[config.mk]
export PLATFORM = sky130hd
export DESIGN_NAME = fir_coe_sched
export DESIGN_NICKNAME = d
export VERILOG_FILES = /design/src/rtl/fir_coe_sched_pkg.sv /design/src/rtl/fir_coe_bank_ram.sv /design/src/rtl/fir_coe_sched.sv
export SDC_FILE = /design/constraint.sdc
export NUM_CORES = 2
export LEC_CHECK = 0
export BUFFER_PORTS_ARGS = -buffer_cell sky130_fd_sc_hd__buf_2
export CAP_MARGIN = 30
export CORE_MARGIN = 2
export CORE_UTILIZATION = 40
export CTS_CLUSTER_DIAMETER = 100
export CTS_CLUSTER_SIZE = 30
export DETAILED_ROUTE_END_ITERATION = 8
export SLEW_MARGIN = 20
export SYNTH_ARGS = -nofsm -noshare
export SYNTH_HDL_FRONTEND = slang
export SYNTH_SLANG_ARGS = --single-unit
[constraint.sdc]
create_clock -name clk -period 4.9 [get_ports clk]
set_input_delay 0.735 -clock clk [delete_from_list [all_inputs] [get_ports clk]]
set_output_delay 0.735 -clock clk [all_outputs]
set_load 0.1 [all_outputs]
[src/rtl/fir_coe_sched_pkg.sv]
// Shared types and helpers for the FIR coefficient-bank scheduler.
package fir_coe_sched_pkg;

  typedef enum logic [2:0] {
    StIdle,
    StPrep,
    StStream,
    StGap,
    StLoad,
    StSettle
  } coe_state_e;

  // Width needed to index n items, never less than one bit.
  function automatic int unsigned clog2_min1(input int unsigned n);
    return (n <= 2) ? 1 : $clog2(n);
  endfunction

endpackage

[src/rtl/fir_coe_bank_ram.sv]
// Coefficient bank storage: one write port, one registered read port.
module fir_coe_bank_ram #(
  parameter int unsigned DEPTH  = 104,
  parameter int unsigned WIDTH  = 29,
  parameter int unsigned ADDR_W = 7
) (
  input  logic              clk,
  input  logic              rst_n,
  input  logic              wr_en,
  input  logic [ADDR_W-1:0] wr_addr,
  input  logic [WIDTH-1:0]  wr_data,
  input  logic              rd_en,
  input  logic [ADDR_W-1:0] rd_addr,
  output logic [WIDTH-1:0]  rd_data
);

  logic [WIDTH-1:0] mem [DEPTH];

  // Array contents survive reset; only the read register is cleared.
  always_ff @(posedge clk) begin
    if (wr_en) begin
      mem[wr_addr] <= wr_data;
    end
  end

  always_ff @(posedge clk) begin
    if (!rst_n) begin
      rd_data <= '0;
    end else if (rd_en) begin
      rd_data <= mem[rd_addr];
    end
  end

endmodule

[src/rtl/fir_coe_sched.sv]
// Coefficient-bank scheduler: streams a stored half-tap set into the FIR, commits it with
// coe_load and holds the FIR in bypass until the new coefficients have settled.
module fir_coe_sched
  import fir_coe_sched_pkg::*;
#(
  parameter int unsigned COE_NUM      = 51,
  parameter int unsigned COE_NUM_HALF = (COE_NUM + 1) / 2,
  parameter int unsigned COE_WDTH     = 29,
  parameter int unsigned NUM_SETS     = 4,
  parameter int unsigned SETTLE_CYC   = 32,
  parameter int unsigned SET_W        = clog2_min1(NUM_SETS),
  parameter int unsigned IDX_W        = clog2_min1(COE_NUM_HALF)
) (
  input  logic                clk,
  input  logic                rst_n,
  input  logic                wr_en,
  input  logic [SET_W-1:0]    wr_set,
  input  logic [IDX_W-1:0]    wr_idx,
  input  logic [COE_WDTH-1:0] wr_data,
  output logic                wr_err,
  input  logic                sel_req,
  input  logic [SET_W-1:0]    sel_set,
  output logic                sel_err,
  output logic                busy,
  output logic                done,
  output logic [SET_W-1:0]    cur_set,
  input  logic                byp_user,
  output logic                coe_vld,
  output logic [COE_WDTH-1:0] coe_din,
  output logic                coe_sop,
  output logic                coe_load,
  output logic                bypass
);

  localparam int unsigned DEPTH  = NUM_SETS * COE_NUM_HALF;
  localparam int unsigned ADDR_W = clog2_min1(DEPTH);
  localparam int unsigned CNT_W  = clog2_min1(SETTLE_CYC);
  localparam logic [IDX_W-1:0] LAST_IDX = IDX_W'(COE_NUM_HALF - 1);
  localparam logic [CNT_W-1:0] LAST_CNT = CNT_W'(SETTLE_CYC - 1);

  coe_state_e       state_q;
  logic [SET_W-1:0] set_q;
  logic [SET_W-1:0] cur_set_q;
  logic [IDX_W-1:0] idx_q;
  logic [CNT_W-1:0] cnt_q;
  logic             busy_q;
  logic             done_q;
  logic             wr_err_q;
  logic             sel_err_q;
  logic             vld_q;
  logic             sop_q;
  logic             load_q;

  logic              wr_ok;
  logic              sel_ok;
  logic              rd_en;
  logic [IDX_W-1:0]  rd_idx;
  logic [ADDR_W-1:0] wr_addr;
  logic [ADDR_W-1:0] rd_addr;

  // The set being streamed is write-protected for the whole reload.
  assign wr_ok = wr_en && (32'(wr_idx) < COE_NUM_HALF) && (32'(wr_set) < NUM_SETS) &&
                 !(busy_q && (wr_set == set_q));
  assign sel_ok = sel_req && (32'(sel_set) < NUM_SETS) && (state_q == StIdle);

  assign wr_addr = ADDR_W'(wr_set) * ADDR_W'(COE_NUM_HALF) + ADDR_W'(wr_idx);
  assign rd_addr = ADDR_W'(set_q) * ADDR_W'(COE_NUM_HALF) + ADDR_W'(rd_idx);

  // Reads run one word ahead of the word currently on coe_din.
  always_comb begin
    rd_en  = 1'b0;
    rd_idx = '0;
    if (state_q == StPrep) begin
      rd_en = 1'b1;
    end else if ((state_q == StStream) && (idx_q != LAST_IDX)) begin
      rd_en  = 1'b1;
      rd_idx = idx_q + IDX_W'(1);
    end
  end

  fir_coe_bank_ram #(
    .DEPTH  (DEPTH),
    .WIDTH  (COE_WDTH),
    .ADDR_W (ADDR_W)
  ) u_bank_ram (
    .clk     (clk),
    .rst_n   (rst_n),
    .wr_en   (wr_ok),
    .wr_addr (wr_addr),
    .wr_data (wr_data),
    .rd_en   (rd_en),
    .rd_addr (rd_addr),
    .rd_data (coe_din)
  );

  always_ff @(posedge clk) begin
    if (!rst_n) begin
      state_q   <= StIdle;
      set_q     <= '0;
      cur_set_q <= '0;
      idx_q     <= '0;
      cnt_q     <= '0;
      busy_q    <= 1'b0;
      done_q    <= 1'b0;
      wr_err_q  <= 1'b0;
      sel_err_q <= 1'b0;
      vld_q     <= 1'b0;
      sop_q     <= 1'b0;
      load_q    <= 1'b0;
    end else begin
      done_q    <= 1'b0;
      sop_q     <= 1'b0;
      load_q    <= 1'b0;
      wr_err_q  <= wr_en && !wr_ok;
      sel_err_q <= sel_req && !sel_ok;
      case (state_q)
        StIdle: begin
          if (sel_ok) begin
            state_q <= StPrep;
            busy_q  <= 1'b1;
            set_q   <= sel_set;
            idx_q   <= '0;
          end
        end
        StPrep: begin
          state_q <= StStream;
          vld_q   <= 1'b1;
          sop_q   <= 1'b1;
        end
        StStream: begin
          if (idx_q == LAST_IDX) begin
            state_q <= StGap;
            vld_q   <= 1'b0;
          end else begin
            idx_q <= idx_q + IDX_W'(1);
          end
        end
        StGap: begin
          state_q <= StLoad;
          load_q  <= 1'b1;
        end
        StLoad: begin
          state_q <= StSettle;
          cnt_q   <= '0;
        end
        StSettle: begin
          if (cnt_q == LAST_CNT) begin
            state_q   <= StIdle;
            busy_q    <= 1'b0;
            done_q    <= 1'b1;
            cur_set_q <= set_q;
          end else begin
            cnt_q <= cnt_q + CNT_W'(1);
          end
        end
        default: state_q <= StIdle;
      endcase
    end
  end

  assign wr_err   = wr_err_q;
  assign sel_err  = sel_err_q;
  assign busy     = busy_q;
  assign done     = done_q;
  assign cur_set  = cur_set_q;
  assign coe_vld  = vld_q;
  assign coe_sop  = sop_q;
  assign coe_load = load_q;
  assign bypass   = byp_user | busy_q;

endmodule
# == After elaboration in Yosys (flattened, before gate mapping) ==
# Memory sizes are Yosys's and may differ from the RTL's. A register that Yosys moved wholly into a read port is not among the register bits.
# Index checks and enable logic that the tools add are counted.
# totals
in_bits,43
mem_count,1
ramBits,3016
output_inout_bits,39
reg_bits,24
# mem_list
memory,depth,word_bits,rd,rd_clocked_by_memory_dff,wr,line_no,rtl
u_bank_ram.mem,104,29,1,1,1,fir_coe_bank_ram.sv:17,logic [WIDTH-1:0] mem [DEPTH];
# classes
eq_ne,14
n_reduce_logical,24
addsub,4
n_lt_le_gt_ge,1
bitwise_logic,1
n_mul,2
mux,23
# ops
cell,n
5-bit 2-to-1 mux,5
5-bit one-hot mux with 2 select lines,2
3-bit one-hot mux with 6 select lines,1
7-bit by 5-bit adder with 7-bit output,2
2-bit by 4-bit multiplier with 6-bit output (second input constant),2
5-bit by 1-bit adder with 5-bit output (second input constant),2
5-bit == test (second input constant),2
1-bit 2-to-1 mux,10
2-bit AND reduction,5
3-bit 2-to-1 mux,3
3-bit AND reduction,3
2-bit inequality test (second input constant),4
2-bit nonzero test,4
1-bit logical AND,7
3-bit by 2-bit == test with 1-bit output (second input constant),2
3-bit == test (second input constant),2
5-bit less-than comparator (second input constant),1
5-bit inequality test (second input constant),1
1-bit logical NOT,4
1-bit one-hot mux with 2 select lines,2
3-bit by 1-bit == test with 1-bit output (second input constant),1
3-bit logical NOT,1
2-bit == test,1
2-bit by 1-bit inequality test with 1-bit output (second input constant),1
1-bit bitwise OR,1

# == Logic depth before layout (Yosys ltp) ==
# depth
depth_word,6
mapped_depth,19
depth_no_buf,16

# == Modules after synthesis ==
# A second synthesis with hierarchy kept.
# hier_totals
cells_unflattened,5099
hier_area_um2,118055.7
# modules_own_cells
mod,cells_each,seq_area_each_um2,area_per_inst_um2,instances
fir_coe_bank_ram,4914,91147.4,116508.0,1
fir_coe_sched,185,480.5,1547.7,1

# == Worst setup path before layout ==
# No wires, ideal clock.
# synth_path
path_type,input port to flip-flop
startpoint,in wr_set[0]
endpoint,"mem u_bank_ram.mem[0][0], enable pin"
arrival_time_ns,3.597
setup_time_ns,0.415
path_slack_ns,0.888
path_stages,10
cell_sequence,inv_1 -> ha_1 -> inv_1 -> ha_1 -> nor2b_1 -> o21ai_0 -> xor2_1 -> nor2b_1 -> nand2_1 -> nor2_1
# synth_via
elab_chain_cells,6
# synth_lines
item,line_no,rtl
from (decl),fir_coe_sched.sv:17,"input logic [SET_W-1:0] wr_set,"
branches (longest 6 deep; another with 7-bit by 5-bit adder with 7-bit output),n/a,
to (decl),fir_coe_bank_ram.sv:17,
# Several ways; the timed one is not identified.

# == Worst setup path in the final report ==
# layout_path
startpoint,reg idx_q[1]
endpoint,"reg u_bank_ram.rd_data[2], read port of u_bank_ram.mem"
# layout_via
elab_chain_cells,5
# layout_lines
item,line_no,rtl
from (decl),fir_coe_sched.sv:44,logic [IDX_W-1:0] idx_q;
from (signal assigned),fir_coe_sched.sv:135,idx_q <= idx_q + IDX_W'(1);
branches (longest 5 deep; another with 7-bit by 5-bit adder with 7-bit output),n/a,
to (decl),fir_coe_bank_ram.sv:14,output logic [WIDTH-1:0] rd_data
# Several ways; the timed one is not identified.
# A chain may end at the register's enable or synchronous reset.

==> results.tsv <==
metric	value	unit
Die Span Y	547	um
violated checks	DRC	
commonest cells after routing, fill and taps aside	3016 x edfxtp_1, 733 x nand2_1, 619 x mux4_2	
WP data arrival	5530	ps
worst hold endpoint	set_q[0]	
hold depth	3	
hold_buf cts	0	
setup ws final	170	ps
FF+latch count, synth	3069	
fin. max-slew vios	0	
crit-path max FO	15	
later-pin clock latency in the skew report	860	ps
CTS max path bufs	3	
Reg2Reg Setup Slack	170	ps
Vias/cell	6.00	
DP Cell Count	9993	
Slew @ Worst Pin	1050	ps
synthesized area	118000	um^2
Area growth syn-to-layout	10.2	%
Distinct cells, synth	68	
clk sinks	3069	
fin nets	6255	
GRT Total Usage	0.220	
largest net degree at the start of global routing	133	
Tmin final	4730	ps
Hold WC Path Type	input pin to flip-flop	
GRT overflow	0	
Via Count	61300	
Cell Pwr Density	367	nW/um^2
final period utilization	0.965	
Post-synth EDFFs	3016	
DP Worst Slack	207	ps
max frequency	211	MHz
vias in the first global route	59300	
Post-CTS Setup Bufs	0	
CP max-delay cell	fa_4	
layout cell share with drive strength beyond 1	0.213	
# rows	199	
R2R depth	17	
final hold vios	0	
CP Launch Type	flip-flop	
Peak supply drop	395	uV
initial antenna violation count	27	
TritonCTS clock tree	built	
Residual DRC	9	
RePlAce Congestion	0.970	
final setup TNS	0	ps
clock skew	76.4	ps
global-route wire length before repair	469000	um
crit-path cells	inv_1 > ha_1 > nand4b_2 > nand3_1 > nor2_1 > ha_4 > inv_1 > fa_4 > buf_4 > nor2_4 > buf_4 > a32oi_1 > nand4_1 > a21boi_0 > buf_4 > a21oi_1 > a31oi_1	
syn avg cell area	19.8	um^2
R2R Path End	u_bank_ram.rd_data[2]	
P_leak	40.4	nW
CP endpoint kind	flip-flop	
outcome	complete, but fails checks	
Inserted Clock Buffers	117	
Setup-failing EPs final	0	
Post-Synthesis Net Count	6030	
unrepaired setup endpoints after global routing	no	
Fin Hold WS	140	ps
cell mode on critical path	buf_4	
Synth Flop Type	edfxtp_1	
DRT Pass-1 Iters	8	
DRT iter0 DRCs	9017	
Hold Startpoint	sel_set[0]	
die width	547	um
IO buf count	81	
Slew headroom	0.297	
yosys warns	0	
dpl hpwl	205000	um
Initial Util	0.402	
core area	294000	um^2
antenna viol nets, final	0	
Root Buffer	clkbuf_16	
H-tree Lvls	3	
die area	300000	um^2
CTS clock-pin slew for the worst setup and hold paths	120	ps
wire per inst	33.0	um
Resize count post-CTS	0	
sequential-to-total area share from yosys stat	0.776	
Total Routed Length	336000	um
final non-filler cell total	10200	
commonest non-fill, non-tap cell in the layout	edfxtp_1	
Critical R2R Launch	idx_q[1]	
Fillers	25000	
WP data required	5700	ps
Max-cap violations	0	
total I/O pin count	82	
Cells after Synth	5969	
ys async rst share	0	
crit-path max cell delay	910	ps
crit path kind	flip-flop to flip-flop	
area by class of cell:
type | instances | area [um^2] | share of cell area
diodes | 17 | 42.5 | 0.000327
clock buffers | 171 | 3180 | 0.0245
clock inverters | 22 | 338 | 0.00260
inverters | 18 | 75.1 | 0.000577
multi-input cells | 2548 | 25800 | 0.198
flip-flops and latches | 3069 | 91600 | 0.704
well taps | 3919 | 4900 | 0.0377
repair buffers | 440 | 4210 | 0.0323
worst max-delay path by stage:
stage                                  to  startpoint  cells past startpoint  slack (ps)
finish              u_bank_ram.rd_data[2]    idx_q[1]                     17         170
global route        u_bank_ram.rd_data[2]    idx_q[1]                     17          50
CTS                 u_bank_ram.rd_data[4]    idx_q[1]                     16         190
detailed placement  u_bank_ram.rd_data[4]    idx_q[1]                     16         210
global placement    u_bank_ram.rd_data[4]    idx_q[1]                     16         260
floorplan            u_bank_ram.mem[0][0]   wr_set[0]                     10         890
metal layers:
layer	global-route usage	wire, um	vias up
li1	-	-	24700
met1	0.309	136000	33100
met2	0.349	158000	2984
met3	0.0377	27300	497
met4	0.0790	14300	6
met5	0	45	-
synthesized netlist by cell type (all sizes together) (3+ instances only):
| master | number | area share |
|---|---|---|
| buf | 124 | 0.0073 |
| nor3 | 21 | 0.00089 |
| mux2 | 3 | 0.00029 |
| mux4 | 619 | 0.12 |
| nand2b | 6 | 0.00032 |
| o211ai | 5 | 0.00032 |
| a31oi | 62 | 0.0033 |
| nor2b | 6 | 0.00032 |
| nor4 | 16 | 0.00085 |
| a21o | 3 | 0.00019 |
| xnor2 | 8 | 0.00059 |
| ha | 16 | 0.0017 |
| a211oi | 44 | 0.0028 |
| dfxtp | 53 | 0.0090 |
| nand4 | 58 | 0.0031 |
| a32oi | 118 | 0.0087 |
| a21oi | 59 | 0.0025 |
| and3 | 36 | 0.0019 |
| nand3 | 184 | 0.0078 |
| a32o | 4 | 0.00034 |
| o21ai | 66 | 0.0028 |
| xor2 | 9 | 0.00067 |
| edfxtp | 3016 | 0.77 |
| clkbuf | 210 | 0.0067 |
| o22ai | 25 | 0.0013 |
| a311oi | 4 | 0.00030 |
| a221oi | 3 | 0.00022 |
| a22oi | 14 | 0.00089 |
| o2111ai | 15 | 0.0011 |
| inv | 17 | 0.00054 |
| a21boi | 4 | 0.00025 |
| a2111oi | 11 | 0.00087 |
| nor2 | 176 | 0.0056 |
| nand2 | 735 | 0.023 |
| mux2i | 190 | 0.016 |
sequential cells by signal (all words and copies together) (netlist names):
register / flops
wr_err: 1
u_bank_ram.mem: 3016
set_q: 2
u_bank_ram.rd_data: 29
idx_q: 5
cur_set: 2
coe_load: 1
coe_vld: 1
sel_err: 1
busy: 1
state_q: 3
cnt_q: 5
coe_sop: 1
done: 1
through the flow:
stage                     power, W  utilization  cell area, um^2
final                       0.0478        0.443           130000
after global routing        0.0491        0.443           130000
after CTS                   0.0480        0.443           130000
after detailed placement    0.0357        0.431           127000
after global placement      0.0357        0.431           127000
after floorplan             0.0330            -           118000
power breakdown:
| part | total, W | internal [W] | leakage (nW) | switching (W) |
|---|---|---|---|---|
| sequential | 0.0293 | 0.0291 | 27.5 | 0.000204 |
| combinational | 0.00586 | 0.00186 | 11.2 | 0.00399 |
| clock | 0.0126 | 0.00476 | 1.69 | 0.00787 |
| total | 0.0478 | 0.0357 | 40.4 | 0.0121 |
critical path, delay by kind of cell (launching register included):
family / cells / cell delay [ps]
AOI/OAI and AO/OA: 4 / 880
adders and majority gates: 3 / 1300
buffers and inverters: 5 / 920
DFF: 1 / 410
and+or+nand+nor: 5 / 1120
logic make-up after synthesis:
kind of cell | after synthesis | share of synthesized area
xor+xnor | 17 | 0.00126
mux | 812 | 0.134
compound gates | 449 | 0.0268
buf+inv | 352 | 0.0146
fa+ha+maj | 18 | 0.00203
flops | 3069 | 0.776
simple gates | 1252 | 0.0452
No activity file was read; power rests on OpenSTA's default activity.
